## config.mk

```make
export PLATFORM = sky130hd
export DESIGN_NAME = adxl_spi3w_responder
export DESIGN_NICKNAME = d
export VERILOG_FILES = /design/src/rtl/adxl_resp_pkg.sv /design/src/rtl/adxl_spi3w_responder_sync.sv /design/src/rtl/adxl_spi3w_responder.sv
export SDC_FILE = /design/constraint.sdc
export NUM_CORES = 1
export LEC_CHECK = 0
export CAP_MARGIN = 10
export CORE_MARGIN = 2
export CORE_UTILIZATION = 59
export DETAILED_ROUTE_END_ITERATION = 16
export GPL_ROUTABILITY_DRIVEN = 1
export GPL_TIMING_DRIVEN = 0
export PLACE_DENSITY = 0.83
export SYNTH_ARGS = -nofsm -noshare
export SYNTH_HDL_FRONTEND = slang
export SYNTH_SLANG_ARGS = --single-unit
```

## constraint.sdc

```tcl
create_clock -name clk_clk -period 2.7 [get_ports clk_clk]
set_input_delay 0.54 -clock clk_clk [delete_from_list [all_inputs] [get_ports clk_clk]]
set_output_delay 0.54 -clock clk_clk [all_outputs]
set_load 0.01 [all_outputs]
```

## src/rtl/adxl_resp_pkg.sv

```systemverilog
// Shared definitions for the 3-wire SPI accelerometer responder.
// This file holds the register addresses, the bit positions and the frame FSM states.
package adxl_resp_pkg;

  localparam logic [5:0] ADDR_DEVID       = 6'h00;
  localparam logic [5:0] ADDR_BW_RATE     = 6'h2C;
  localparam logic [5:0] ADDR_POWER_CTL   = 6'h2D;
  localparam logic [5:0] ADDR_INT_ENABLE  = 6'h2E;
  localparam logic [5:0] ADDR_INT_SOURCE  = 6'h30;
  localparam logic [5:0] ADDR_DATA_FORMAT = 6'h31;
  localparam logic [5:0] ADDR_DATAX0      = 6'h32;
  localparam logic [5:0] ADDR_DATAX1      = 6'h33;
  localparam logic [5:0] ADDR_DATAY0      = 6'h34;
  localparam logic [5:0] ADDR_DATAY1      = 6'h35;
  localparam logic [5:0] ADDR_DATAZ0      = 6'h36;
  localparam logic [5:0] ADDR_DATAZ1      = 6'h37;

  localparam int DATA_READY_BIT = 7;
  localparam int INT_INVERT_BIT = 5;

  typedef enum logic [2:0] {
    IDLE,
    WAIT_CS_HIGH,
    CMD,
    WR,
    RD
  } state_e;

  function automatic logic is_data_addr(input logic [5:0] a);
    return (a >= ADDR_DATAX0) && (a <= ADDR_DATAZ1);
  endfunction

endpackage

```

## src/rtl/adxl_spi3w_responder_sync.sv

```systemverilog
// This module synchronizes SCLK, CS_N and SDAT into the clk domain and detects edges.
// Its outputs are one-cycle rise/fall strobes plus the synchronized levels.
module spi3w_sync_edge #(
  parameter int SYNC_STAGES = 2
) (
  input  logic clk_i,
  input  logic sclk_i,
  input  logic cs_n_i,
  input  logic sdat_i,
  output logic sclk_rise_o,
  output logic sclk_fall_o,
  output logic cs_fall_o,
  output logic cs_rise_o,
  output logic cs_lvl_o,
  output logic sdat_s_o
);

  logic [SYNC_STAGES-1:0] sclk_sq;
  logic [SYNC_STAGES-1:0] cs_sq;
  logic [SYNC_STAGES-1:0] sdat_sq;
  logic                   sclk_prev_q;
  logic                   cs_prev_q;

  // The chains are deliberately not reset. They keep tracking the pads during
  // reset, so releasing reset while CS_N is low cannot fake a CS_N falling edge.
  always_ff @(posedge clk_i) begin
    sclk_sq     <= {sclk_sq[SYNC_STAGES-2:0], sclk_i};
    cs_sq       <= {cs_sq[SYNC_STAGES-2:0], cs_n_i};
    sdat_sq     <= {sdat_sq[SYNC_STAGES-2:0], sdat_i};
    sclk_prev_q <= sclk_sq[SYNC_STAGES-1];
    cs_prev_q   <= cs_sq[SYNC_STAGES-1];
  end

  assign sclk_rise_o = ~sclk_prev_q &  sclk_sq[SYNC_STAGES-1];
  assign sclk_fall_o =  sclk_prev_q & ~sclk_sq[SYNC_STAGES-1];
  assign cs_rise_o   = ~cs_prev_q   &  cs_sq[SYNC_STAGES-1];
  assign cs_fall_o   =  cs_prev_q   & ~cs_sq[SYNC_STAGES-1];
  assign cs_lvl_o    =  cs_sq[SYNC_STAGES-1];
  assign sdat_s_o    =  sdat_sq[SYNC_STAGES-1];

endmodule

```

## src/rtl/adxl_spi3w_responder.sv

```systemverilog
// This module is an ADXL-style 3-wire SPI responder with a reduced register map.
// Fabric samples are captured here, and a Nios SPI master reads them over the bus.
module adxl_spi3w_responder
  import adxl_resp_pkg::*;
#(
  parameter logic [7:0] DEVID       = 8'hE5,
  parameter int         SYNC_STAGES = 2
) (
  input  logic        clk_clk,
  input  logic        reset_reset,
  input  logic        spi_sclk,
  input  logic        spi_cs_n,
  input  logic        spi_sdat_i,
  output logic        spi_sdat_o,
  output logic        spi_sdat_oe,
  output logic        spi_int,
  input  logic        sample_valid,
  input  logic [15:0] sample_x,
  input  logic [15:0] sample_y,
  input  logic [15:0] sample_z
);

  logic sclk_rise, sclk_fall, cs_fall, cs_rise, cs_lvl, sdat_s;

  spi3w_sync_edge #(.SYNC_STAGES(SYNC_STAGES)) u_sync (
    .clk_i       (clk_clk),
    .sclk_i      (spi_sclk),
    .cs_n_i      (spi_cs_n),
    .sdat_i      (spi_sdat_i),
    .sclk_rise_o (sclk_rise),
    .sclk_fall_o (sclk_fall),
    .cs_fall_o   (cs_fall),
    .cs_rise_o   (cs_rise),
    .cs_lvl_o    (cs_lvl),
    .sdat_s_o    (sdat_s)
  );

  state_e      state_q, state_d;
  logic [2:0]  bit_cnt_q, bit_cnt_d;
  logic [2:0]  tx_cnt_q, tx_cnt_d;
  logic [6:0]  rx_q, rx_d;
  logic [7:0]  tx_q, tx_d;
  logic        mb_q, mb_d;
  logic [5:0]  addr_q, addr_d;
  logic        sdat_o_q, sdat_o_d;
  logic        sdat_oe_q, sdat_oe_d;
  logic        int_q, int_d;
  logic [7:0]  bw_rate_q, bw_rate_d;
  logic [7:0]  power_ctl_q, power_ctl_d;
  logic [7:0]  int_enable_q, int_enable_d;
  logic [7:0]  data_format_q, data_format_d;
  logic [15:0] x_q, x_d, y_q, y_d, z_q, z_d;
  logic [15:0] pend_x_q, pend_x_d, pend_y_q, pend_y_d, pend_z_q, pend_z_d;
  logic        pend_vld_q, pend_vld_d;
  logic        data_ready_q, data_ready_d;
  logic        rd_data_q, rd_data_d;

  logic [7:0]  rx_byte;
  logic [7:0]  rd_byte;
  logic [5:0]  addr_nxt;
  logic        busy;

  always_comb begin
    rd_byte = 8'h00;
    case (addr_q)
      ADDR_DEVID:       rd_byte = DEVID;
      ADDR_BW_RATE:     rd_byte = bw_rate_q;
      ADDR_POWER_CTL:   rd_byte = power_ctl_q;
      ADDR_INT_ENABLE:  rd_byte = int_enable_q;
      ADDR_INT_SOURCE:  rd_byte[DATA_READY_BIT] = data_ready_q;
      ADDR_DATA_FORMAT: rd_byte = data_format_q;
      ADDR_DATAX0:      rd_byte = x_q[7:0];
      ADDR_DATAX1:      rd_byte = x_q[15:8];
      ADDR_DATAY0:      rd_byte = y_q[7:0];
      ADDR_DATAY1:      rd_byte = y_q[15:8];
      ADDR_DATAZ0:      rd_byte = z_q[7:0];
      ADDR_DATAZ1:      rd_byte = z_q[15:8];
      default:          rd_byte = 8'h00;
    endcase
  end

  assign rx_byte  = {rx_q, sdat_s};
  assign addr_nxt = mb_q ? addr_q + 6'd1 : addr_q;
  // A read frame that has touched, or is about to touch, the data registers
  // must see one coherent sample, so new samples are parked until CS_N rises.
  assign busy     = (state_q == RD) && (rd_data_q || is_data_addr(addr_q));

  always_comb begin
    state_d       = state_q;
    bit_cnt_d     = bit_cnt_q;
    tx_cnt_d      = tx_cnt_q;
    rx_d          = rx_q;
    tx_d          = tx_q;
    mb_d          = mb_q;
    addr_d        = addr_q;
    sdat_o_d      = sdat_o_q;
    sdat_oe_d     = sdat_oe_q;
    bw_rate_d     = bw_rate_q;
    power_ctl_d   = power_ctl_q;
    int_enable_d  = int_enable_q;
    data_format_d = data_format_q;
    x_d           = x_q;
    y_d           = y_q;
    z_d           = z_q;
    pend_x_d      = pend_x_q;
    pend_y_d      = pend_y_q;
    pend_z_d      = pend_z_q;
    pend_vld_d    = pend_vld_q;
    data_ready_d  = data_ready_q;
    rd_data_d     = rd_data_q;

    case (state_q)
      IDLE: begin
        if (cs_fall) begin
          state_d   = CMD;
          bit_cnt_d = 3'd0;
        end else if (!cs_lvl) begin
          state_d = WAIT_CS_HIGH;
        end
      end
      WAIT_CS_HIGH: begin
        if (cs_lvl) state_d = IDLE;
      end
      CMD: begin
        if (sclk_rise) begin
          rx_d      = rx_byte[6:0];
          bit_cnt_d = bit_cnt_q + 3'd1;
          if (bit_cnt_q == 3'd7) begin
            mb_d      = rx_byte[6];
            addr_d    = rx_byte[5:0];
            tx_cnt_d  = 3'd7;
            rd_data_d = 1'b0;
            state_d   = rx_byte[7] ? RD : WR;
          end
        end
      end
      WR: begin
        if (sclk_rise) begin
          rx_d      = rx_byte[6:0];
          bit_cnt_d = bit_cnt_q + 3'd1;
          if (bit_cnt_q == 3'd7) begin
            case (addr_q)
              ADDR_BW_RATE:     bw_rate_d     = rx_byte;
              ADDR_POWER_CTL:   power_ctl_d   = rx_byte;
              ADDR_INT_ENABLE:  int_enable_d  = rx_byte;
              ADDR_DATA_FORMAT: data_format_d = rx_byte;
              default: ;
            endcase
            addr_d = addr_nxt;
          end
        end
      end
      RD: begin
        // tx_cnt_q == 7 means the previous byte is exhausted (or none loaded yet).
        if (sclk_fall) begin
          if (tx_cnt_q == 3'd7) begin
            sdat_o_d  = rd_byte[7];
            tx_d      = {rd_byte[6:0], 1'b0};
            tx_cnt_d  = 3'd0;
            sdat_oe_d = 1'b1;
            addr_d    = addr_nxt;
            if (is_data_addr(addr_q)) rd_data_d = 1'b1;
          end else begin
            sdat_o_d = tx_q[7];
            tx_d     = {tx_q[6:0], 1'b0};
            tx_cnt_d = tx_cnt_q + 3'd1;
          end
        end
      end
      default: state_d = IDLE;
    endcase

    if (cs_rise) begin
      state_d   = IDLE;
      sdat_oe_d = 1'b0;
      sdat_o_d  = 1'b0;
      rd_data_d = 1'b0;
    end

    // A new sample has priority over the pending buffer. Setting DATA_READY has priority over clearing it.
    if (sample_valid && (!busy || cs_rise)) begin
      x_d          = sample_x;
      y_d          = sample_y;
      z_d          = sample_z;
      data_ready_d = 1'b1;
      pend_vld_d   = 1'b0;
    end else if (sample_valid) begin
      pend_x_d   = sample_x;
      pend_y_d   = sample_y;
      pend_z_d   = sample_z;
      pend_vld_d = 1'b1;
    end else if (cs_rise && pend_vld_q) begin
      x_d          = pend_x_q;
      y_d          = pend_y_q;
      z_d          = pend_z_q;
      data_ready_d = 1'b1;
      pend_vld_d   = 1'b0;
    end else if (cs_rise && rd_data_q) begin
      data_ready_d = 1'b0;
    end

    int_d = (data_ready_q & int_enable_q[DATA_READY_BIT]) ^ data_format_q[INT_INVERT_BIT];
  end

  always_ff @(posedge clk_clk) begin
    if (reset_reset) begin
      state_q       <= IDLE;
      bit_cnt_q     <= 3'd0;
      tx_cnt_q      <= 3'd7;
      rx_q          <= 7'd0;
      tx_q          <= 8'd0;
      mb_q          <= 1'b0;
      addr_q        <= 6'd0;
      sdat_o_q      <= 1'b0;
      sdat_oe_q     <= 1'b0;
      int_q         <= 1'b0;
      bw_rate_q     <= 8'd0;
      power_ctl_q   <= 8'd0;
      int_enable_q  <= 8'd0;
      data_format_q <= 8'd0;
      x_q           <= 16'd0;
      y_q           <= 16'd0;
      z_q           <= 16'd0;
      pend_x_q      <= 16'd0;
      pend_y_q      <= 16'd0;
      pend_z_q      <= 16'd0;
      pend_vld_q    <= 1'b0;
      data_ready_q  <= 1'b0;
      rd_data_q     <= 1'b0;
    end else begin
      state_q       <= state_d;
      bit_cnt_q     <= bit_cnt_d;
      tx_cnt_q      <= tx_cnt_d;
      rx_q          <= rx_d;
      tx_q          <= tx_d;
      mb_q          <= mb_d;
      addr_q        <= addr_d;
      sdat_o_q      <= sdat_o_d;
      sdat_oe_q     <= sdat_oe_d;
      int_q         <= int_d;
      bw_rate_q     <= bw_rate_d;
      power_ctl_q   <= power_ctl_d;
      int_enable_q  <= int_enable_d;
      data_format_q <= data_format_d;
      x_q           <= x_d;
      y_q           <= y_d;
      z_q           <= z_d;
      pend_x_q      <= pend_x_d;
      pend_y_q      <= pend_y_d;
      pend_z_q      <= pend_z_d;
      pend_vld_q    <= pend_vld_d;
      data_ready_q  <= data_ready_d;
      rd_data_q     <= rd_data_d;
    end
  end

  assign spi_sdat_o  = sdat_o_q;
  assign spi_sdat_oe = sdat_oe_q;
  assign spi_int     = int_q;

endmodule

```

Word level (Yosys, flattened, before mapping)
Cells that the tools add are included.
Cells by class
  $add $sub $neg: 3
  multipliers: 0
  divide/modulo/power cells: 0
  magnitude comparators: 2
  eq/ne operators: 29
  shift operators: 0
  multiplexer cells: 48
  bitwise operators: 12
  reductions and logical operators: 36
Operator list (number)
  $mux 16: 9
  $pmux 7 s11: 1
  $eq 6x6->1 const B: 11
  $mux 6: 7
  $mux 3: 12
  $reduce_and 4->1: 5
  $pmux 6 s3: 1
  $mux 1: 12
  $ne 2x2->1 const B: 6
  $pmux 1 s12: 1
  $pmux 3 s2: 2
  $pmux 3 s4: 1
  $ne 2x1->1 const B: 5
  $reduce_and 2->1: 5
  $eq 3x3->1 const B: 3
  $reduce_and 3->1: 3
  $mux 8: 1
  $reduce_bool 2->1: 4
  $reduce_or 2->1: 4
  $reduce_and 7->1: 1
  $add 3x1->3 const B: 2
  $add 6x1->6 const B: 1
  $eq 3x2->1 const B: 2
  $ge 6x6->1 const B: 1
  other kinds (15): 30
Word-level totals
  bits in registers: 173
  bits in latches: 0
  bits in writable memories: 0
  ROM bits: 0
  input bits: 54
  output and inout port bits: 3
  word-level logic and storage cells: 158
  memories: 0

Logic depth before layout (Yosys ltp)
Gate-level depths: netlist of the first run.
  word-level depth: 9
  mapped depth: 10
  gate-level depth less buffers: 7

By module
A second synthesis of the first run with hierarchy kept.
Second synthesis, totals
  cell total of the unflattened synthesis: 929
  area total of the unflattened synthesis: 8070.2 µm²
By module, submodules not included
  adxl_spi3w_responder: times used 1, cells each 917, area each 7875.1 µm², seq. area each 3283.1 µm²
  spi3w_sync_edge: times used 1, cells each 12, area each 195.2 µm², seq. area each 160.2 µm²

Worst setup path after synthesis of the first run
No wires, ideal clock.
  path kind: reg2reg
  start: register addr_q[0]
  end: register x_q[6]
  setup time: 116 ps
  arrival time: 2092 ps
  data required time: 2584 ps
  slack: 492 ps
  stages on the path, launching flop included: 10
  cell sequence: dfxtp_1 inv_1 ha_1 or3_1 o211a_1 o211ai_2 buf_2 buf_2 a211oi_1 a31o_2
Between the ends
  cells in the longest elaborated chain, start to end: 9
  elaborated cells on any way between the ends: 12
Ends and longest elaborated chain
  start, declared: line adxl_spi3w_responder.sv:44  | logic [5:0] addr_q, addr_d;
  start signal, assigned: line adxl_spi3w_responder.sv:237  | addr_q <= addr_d;
  $ge 6x6->1 or $le 6x6->1 (tied branches): line adxl_resp_pkg.sv:30  | return (a >= ADDR_DATAX0) && (a <= ADDR_DATAZ1);
  $logic_and 1x1->1 (*): line adxl_resp_pkg.sv:30
  $logic_or 1x1->1 (*): line adxl_spi3w_responder.sv:86  | assign busy = (state_q == RD) && (rd_data_q || is_data_addr(addr_q));
  $logic_and 1x1->1 (*): line adxl_spi3w_responder.sv:86
  $logic_not 1->1 (*): line adxl_spi3w_responder.sv:181  | if (sample_valid && (!busy || cs_rise)) begin
  $logic_or 1x1->1 (*): line adxl_spi3w_responder.sv:181
  $logic_and 1x1->1 (*): line adxl_spi3w_responder.sv:181
  $ne 2x1->1 (no line) or $reduce_bool 2->1 (tied branches)
  $reduce_and 2->1 (no line)
  end signal, assigned: line adxl_spi3w_responder.sv:221  | x_q <= 16'd0;
  end signal, assigned: line adxl_spi3w_responder.sv:245  | x_q <= x_d;
  end, declared: line adxl_spi3w_responder.sv:52  | logic [15:0] x_q, x_d, y_q, y_d, z_q, z_d;
Every way passes the cells marked *; elsewhere a longest branch is shown, timed or not.
A chain may end at the register's enable or synchronous reset.

Worst setup path in the final report of the first run
  start: register addr_q[0]
  end: register x_q[12]
Same word-level chain as after synthesis.

==> parameters.txt, run 1 <==
Parameter                              Value

Outcome
  Outcome    completed

GRT
  Final global-route overflow total    0
  Number of antenna violations at the first check in global routing    0
  Via count of the first global-routing pass    6766
  GRT Overall Usage    33.2%
  Wire length of the first global-routing pass    37400 um
  Maximum number of pins on one net before global-route repair    17

Timing
  Worst slew slack as a fraction of its limit    47.8%
  Minimum clock period after layout    2640 ps
  Slew @ Worst Pin    783 ps
  Final Hold Slack    328 ps
  Post-route worst setup slack    59.3 ps
  Number of slew-limit violations in the final report    0
  RSZ-0062 raised after global routing    no
  Count of endpoints failing setup in the final report    0
  Share of the clock period used by the worst path    97.8%
  Final worst clock skew    8.51 ps
  Number of hold violations in the final report    0
  Highest achievable clock rate    379 MHz

Routing
  Met2 layer wire length in the routed design    11400 um
  First-pass detailed-route iteration total    5
  Met3 layer wire length in the routed design    1520 um
  Wire length reported by the detailed router    23500 um
  Mean number of vias per cell    6.37
  M1 WL    9870 um
  Violation count after the first detailed-routing iteration    734
  Number of nets still failing antenna checks after routing    0
  WL/cell    21.3 um
  DR vias    7018
  Post-detailed-route DRC marker count    0
  Top layer in use    met4

Floorplan
  DIE HEIGHT    121 um
  IO Count    57
  Initial cell density of the core    60.7%
  Die area    14600 um^2
  Die span in x    121 um
  Number of standard-cell rows in the floorplan    42
  Core Footprint    13300 um^2

Pwr
  Combinational Power Share    5.6%
  Overall Power    5.54 mW
  Part of the power in registers    47.7%
  Clock share of power    46.7%
  Internal cell power    4.24 mW
  Power Density    583 nW/um^2
  Switching power    1.30 mW
  Static leakage power    3.82 nW
  Net switching share of the total power    23.5%
  Worst supply voltage drop on vdd    0.506 mV

Clock network
  Number of levels the H-tree was split into    4
  Number of buffers created by CTS    17
  Number of sinks on the clock net    172
  Clock-pin slew reported for the worst setup and hold paths after clock tree synthesis    70 ps
  Later-pin clock latency in the skew report    440 ps
  Hold-fix buffers, CTS    0
  Root buffer cell    sky130_fd_sc_hd__clkbuf_16
  Largest buffer count on any clock path    2
  Number of buffers inserted by post-CTS setup repair    0
  Clock tree from TritonCTS    yes

Synthesis
  Post-synthesis instance area    8070 um^2
  Leading area contributor after synthesis    sky130_fd_sc_hd__dfxtp_1
  FFs w/ async S/R, synth    0%
  Dominant register cell in the synthesized netlist    sky130_fd_sc_hd__dfxtp_1
  Synthesized netlist net count    901
  Count of distinct cell types in the synthesized netlist    73
  Portion of the post-synthesis area used by sequential elements    42.7%
  Portion of synthesized cell area occupied by the leading cell type    42.7%
  Cells taking the most area after synthesis    sky130_fd_sc_hd__dfxtp_1 (43%), sky130_fd_sc_hd__mux2i_1 (17%), sky130_fd_sc_hd__a31o_2 (5.2%), sky130_fd_sc_hd__nor2_1 (5.1%), sky130_fd_sc_hd__a211oi_1 (4.7%)
  Total number of yosys warnings    0
  Average cell area after synthesis    9.63 um^2
  Cell count after synthesis    838
  Flip-flop and latch count after synthesis    172
  Number of enable flip-flop cells after synthesis    0

Worst setup path
  Arrival time of data at the critical path endpoint    2960 ps
  Element type at the critical path end    flop
  Largest delay share family, worst path    compound AO/OA/AOI/OAI gates
  Required time reported for the critical path endpoint    3020 ps
  Max stage delay on crit path    410 ps
  Cell breakdown of the critical path    inv_1 -> ha_1 -> or3_1 -> o211a_1 -> o211ai_4 -> buf_4 -> buf_2 -> a211oi_1 -> a31o_2
  Sum of buffers and inverters on the critical path    3
  Path type of the worst setup path    flop to flop
  Cell type of the slowest stage on the worst timing path    sky130_fd_sc_hd__dfxtp_2
  Critical path startpoint category    flop
  Maximum fanout along the worst path    10

Layout
  Post-synthesis to final-layout area growth    17.6%
  Number of filler instances in the final layout    1028
  NumNets Final    975
  Fraction of layout instances using a drive strength above 1    14.3%
  # diodes    0
  Cell Count, Final, Fillers Out    1101
  Post-route cell area    9490 um^2

Worst hold path
  Path type of the worst min-delay path    flop to flop

Placed design
  Place WS    -60.0 ps
  Number of cells after detailed placement    1069
  Count of buffers from port buffering    55
  Detailed-placement wirelength estimate    16300 um
  Routability congestion estimate    1.01
  Post-place instance area    8840 um^2

Flow run
  Reported max-cap violation count    0
[power by group through the flow]
stage	Combinational, mW	Clock, mW	Sequential (mW)
2_1_floorplan	0.162	0	2.67
3_3_place_gp	0.296	0	2.69
3_5_place_dp	0.301	0	2.69
4_1_cts	0.306	2.59	2.64
5_1_grt	0.336	2.70	2.64
6_report	0.311	2.58	2.64
[state kept, by name (all words and copies together) (netlist names), 8 cells and up]
register / flops
pend_y_q: 16
bw_rate_q: 8
pend_x_q: 16
power_ctl_q: 8
pend_z_q: 16
x_q: 16
int_enable_q: 8
data_format_q: 8
y_q: 16
z_q: 16
[placed cells by master (no fill, tap or decap), drive strengths merged, types with 4 or more instances in the layout]
cell type,n
a32oi,4
a211oi,52
clkinv,4
inv,17
nor2,110
buf,30
a22o,4
mux2i,137
o2bb2ai,5
a32o,4
a22oi,18
clkdlybuf4s50,55
nand3,20
dfxtp,172
a31o,48
and2,4
and3,8
o22ai,5
or3,4
clkbuf,65
a21oi,23
nor3,11
nand4,7
ha,9
nand2,25
a31oi,6
nor3b,5
nand4b,4
o21ai,19
[repair_timing]
action,4_1_cts,5_1_grt
setup endpoints to repair,14,68
gates resized for setup,3,12
cloned,0,0
[layer usage]
| layer | track usage, % | up-vias |
|---|---|---|
| met1 | 43.5 | 3395 |
| met3 | 6.02 | 59 |
| met2 | 54.5 | 301 |
| met5 | 0 | - |
| li1 | - | 3263 |
| met4 | 12.9 | 0 |
[cell usage after synthesis (all sizes together) (6+ instances only)]
cell and number:
buf 32, ha 9, a31o 48, a31oi 6
nor2 110, nand2 25, a211oi 52, clkbuf 45
and3 8, nand4 7, nor3 11, inv 12
dfxtp 172, a21oi 23, a22oi 18, nand3 20
mux2i 137, o21ai 19
[cell type report]
class | count | area [um^2] | area share [%]
Inverter | 12 | 45.0 | 0.475
Buffer | 77 | 382 | 4.02
Clock buffer | 18 | 439 | 4.63
Tap cell | 176 | 220 | 2.32
Multi-Input combinational cell | 577 | 4230 | 44.6
Clock inverter | 14 | 179 | 1.89
Timing Repair Buffer | 55 | 551 | 5.80
Sequential cell | 172 | 3440 | 36.3
[logic make-up (layout without fill, tap and decap cells)]
| kind of cell | after synthesis | after routing | share of synthesized area [%] |
|---|---|---|---|
| AO/OA/AOI/OAI | 212 | 212 | 20.1 |
| adder cells (fa/ha/maj) | 9 | 9 | 1.40 |
| AND/OR/NAND/NOR | 217 | 217 | 13.5 |
| flip-flops | 172 | 172 | 42.7 |
| buffers and inverters | 89 | 176 | 5.10 |
| XOR/XNOR | 2 | 2 | 0.217 |
| multiplexers | 137 | 137 | 17.0 |
[stage by stage]
stage               util (%)  setup TNS [ps]
floorplan                  -               0
global placement        66.5            -392
detailed placement      66.5            -525
CTS                     71.2               0
global route            71.4               0
finish                  71.4               0
[worst paths after layout]
check / to / slack [ps] / cells after the start / startpoint
worst min-delay path: u_sync.sdat_sq[1]$_DFF_P_ / 330 / 0 / u_sync.sdat_sq[0]$_DFF_P_
worst max-delay path: x_q[12]$_SDFFE_PP0P_ / 60 / 9 / addr_q[0]$_SDFFE_PP0P_
worst min register to register: u_sync.sdat_sq[1]$_DFF_P_ / 330 / 0 / u_sync.sdat_sq[0]$_DFF_P_
worst max register to register: x_q[12]$_SDFFE_PP0P_ / 60 / 9 / addr_q[0]$_SDFFE_PP0P_
Note: power is estimated with default switching activity, not from simulation.
==> run 2, diff against run 1 <==
Settings changed: CORE_MARGIN 2 to not set.
==> run 2 against run 1 <==
  * Total power is 0.47% lower
  * Highest routed layer unchanged
  * Cell area hardly changed
  * Worst hold slack worse by 1.2 ps
  * Non-clock buffer count stayed put
  * Global-route usage is 1.2 points higher
  * First-iteration DRC count is 1.8% lower
  * Critical endpoint is now tx_q[7]$_SDFFE_PP0P_
  * Clock power hardly changed
  * Sequential share of layout area hardly changed
  * Utilization hardly changed
  * Final cell count stayed put
  * Setup slack better by 15 ps
  * Fmax is 0.59% higher
  * Largest cell class unchanged
==> parameters.txt, run 2 (synthesis gave the netlist of run 1 again) <==
Parameter                              Value

Outcome
  Outcome    completed

Layout
  Fraction of layout instances using a drive strength above 1    13.9%
  Commonest cells after routing, fill and taps aside    sky130_fd_sc_hd__dfxtp_1 (171), sky130_fd_sc_hd__mux2i_1 (137), sky130_fd_sc_hd__nor2_1 (109)
  Post-synthesis to final-layout area growth    17.5%
  Final design utilization    71.4%
  # diodes    0
  NumNets Final    975
  Number of filler instances in the final layout    1031
  Most common library cell in the layout ignoring fill and taps    sky130_fd_sc_hd__dfxtp_1
  Post-route cell area    9490 um^2

Clock network
  Clock tree from TritonCTS    yes
  Clock-pin slew reported for the worst setup and hold paths after clock tree synthesis    70 ps
  Root buffer cell    sky130_fd_sc_hd__clkbuf_16
  Later-pin clock latency in the skew report    440 ps
  Largest buffer count on any clock path    2
  Hold-fix buffers, CTS    0
  Number of levels the H-tree was split into    4
  Number of buffers created by CTS    17
  Number of sinks on the clock net    172

GRT
  GRT Overall Usage    34.4%
  Final global-route overflow total    0
  Wire length of the first global-routing pass    37400 um
  Via count of the first global-routing pass    6838
  Maximum number of pins on one net before global-route repair    17
  Number of antenna violations at the first check in global routing    0

Worst setup path
  Most used cell along the critical path    sky130_fd_sc_hd__a21oi_1
  Largest delay share family, worst path    buffers and inverters
  Arrival time of data at the critical path endpoint    2990 ps
  Critical path startpoint category    flop
  Max stage delay on crit path    490 ps
  Sum of buffers and inverters on the critical path    2
  Path type of the worst setup path    flop to flop
  Required time reported for the critical path endpoint    3060 ps
  Element type at the critical path end    flop
  Cell type of the slowest stage on the worst timing path    sky130_fd_sc_hd__dfxtp_1
  Maximum fanout along the worst path    10
  Cell breakdown of the critical path    ha_1 -> clkbuf_1 -> clkbuf_2 -> a22oi_1 -> a21oi_1 -> a21oi_1 -> and3_1 -> o22ai_1

Timing
  Number of slew-limit violations in the final report    0
  Share of the clock period used by the worst path    97.2%
  Slew @ Worst Pin    778 ps
  RSZ-0062 raised after global routing    no
  Minimum clock period after layout    2630 ps
  Highest achievable clock rate    381 MHz
  Final worst clock skew    8.67 ps
  Number of hold violations in the final report    0
  Count of endpoints failing setup in the final report    0
  Worst slew slack as a fraction of its limit    48.1%

Routing
  First-pass detailed-route iteration total    6
  Post-detailed-route DRC marker count    0
  Number of nets still failing antenna checks after routing    0
  Wire length reported by the detailed router    23900 um
  WL/cell    21.7 um
  DR vias    7244
  Mean number of vias per cell    6.58
  Violation count after the first detailed-routing iteration    721

Placed design
  Count of buffers from port buffering    55
  Routability congestion estimate    0.968
  Detailed-placement wirelength estimate    16500 um
  Post-place instance area    8840 um^2

Pwr
  Overall Power    5.51 mW
  Worst supply voltage drop on vdd    0.444 mV
  Power Density    581 nW/um^2
  Static leakage power    3.81 nW

Floorplan
  Number of standard-cell rows in the floorplan    42
  Die span in x    119 um
  Initial cell density of the core    60.7%
  Core Footprint    13300 um^2
  Die area    14200 um^2
  IO Count    57
  DIE HEIGHT    119 um

Worst hold path
  Path type of the worst min-delay path    flop to flop

Flow run
  Reported max-cap violation count    0
run 2: cell types whose count changed in the layout (fill, tap and decap cells not counted), sizes merged:
cell and delta:
clkbuf +3, inv -3
run 2: report_power, final:
group / internal (mW) / switching (mW)
clock: 1.52 / 1.04
sequential: 2.59 / 0.0507
combinational: 0.150 / 0.160
total: 4.26 / 1.25
run 2: area by class of cell:
| class | count | area, um^2 | share of cell area [%] |
|---|---|---|---|
| buffer | 77 | 378 | 3.98 |
| clock buffer | 21 | 460 | 4.85 |
| clock inverter | 11 | 158 | 1.66 |
| inverter | 12 | 45.0 | 0.475 |
| multi-input combinational | 577 | 4230 | 44.6 |
| sequential | 172 | 3440 | 36.3 |
| tap | 176 | 220 | 2.32 |
| timing repair buffer | 55 | 551 | 5.80 |
run 2: what timing repair did:
item | in CTS | in global routing
gates resized for setup | 2 | 9
endpoints found under the setup margin | 10 | 64
pin swaps | 0 | 0
buffers inserted | 0 | 0
run 2: final timing paths:
path | slack (ps) | from | endpoint | cells past startpoint
worst max register to register | 70 | addr_q[1]$_SDFFE_PP0P_ | tx_q[7]$_SDFFE_PP0P_ | 8
worst min-delay path | 330 | u_sync.sclk_sq[0]$_DFF_P_ | u_sync.sclk_sq[1]$_DFF_P_ | 0
worst min register to register | 330 | u_sync.sclk_sq[0]$_DFF_P_ | u_sync.sclk_sq[1]$_DFF_P_ | 0
worst max-delay path | 70 | addr_q[1]$_SDFFE_PP0P_ | tx_q[7]$_SDFFE_PP0P_ | 8
run 2: per-stage QoR:
stage               hold slack, ps  worst slack (ps)  TNS (ps)  std cells
CTS                            329              1.66         0       1101
finish                         327              74.8         0       1101
global placement               312             -40.4      -330       1069
detailed placement             314             -50.2      -367       1069
global route                   334              6.74         0       1101
floorplan                      310               492         0        838
run 2: per-layer routing:
layer  up-vias  GRT usage, %  routed length [um]
li1       3272             -                   -
met1      3488          44.4                9780
met2       395          55.4               11200
met3        89          6.23                1780
met4         0          16.9                1140
met5         -             0                   0
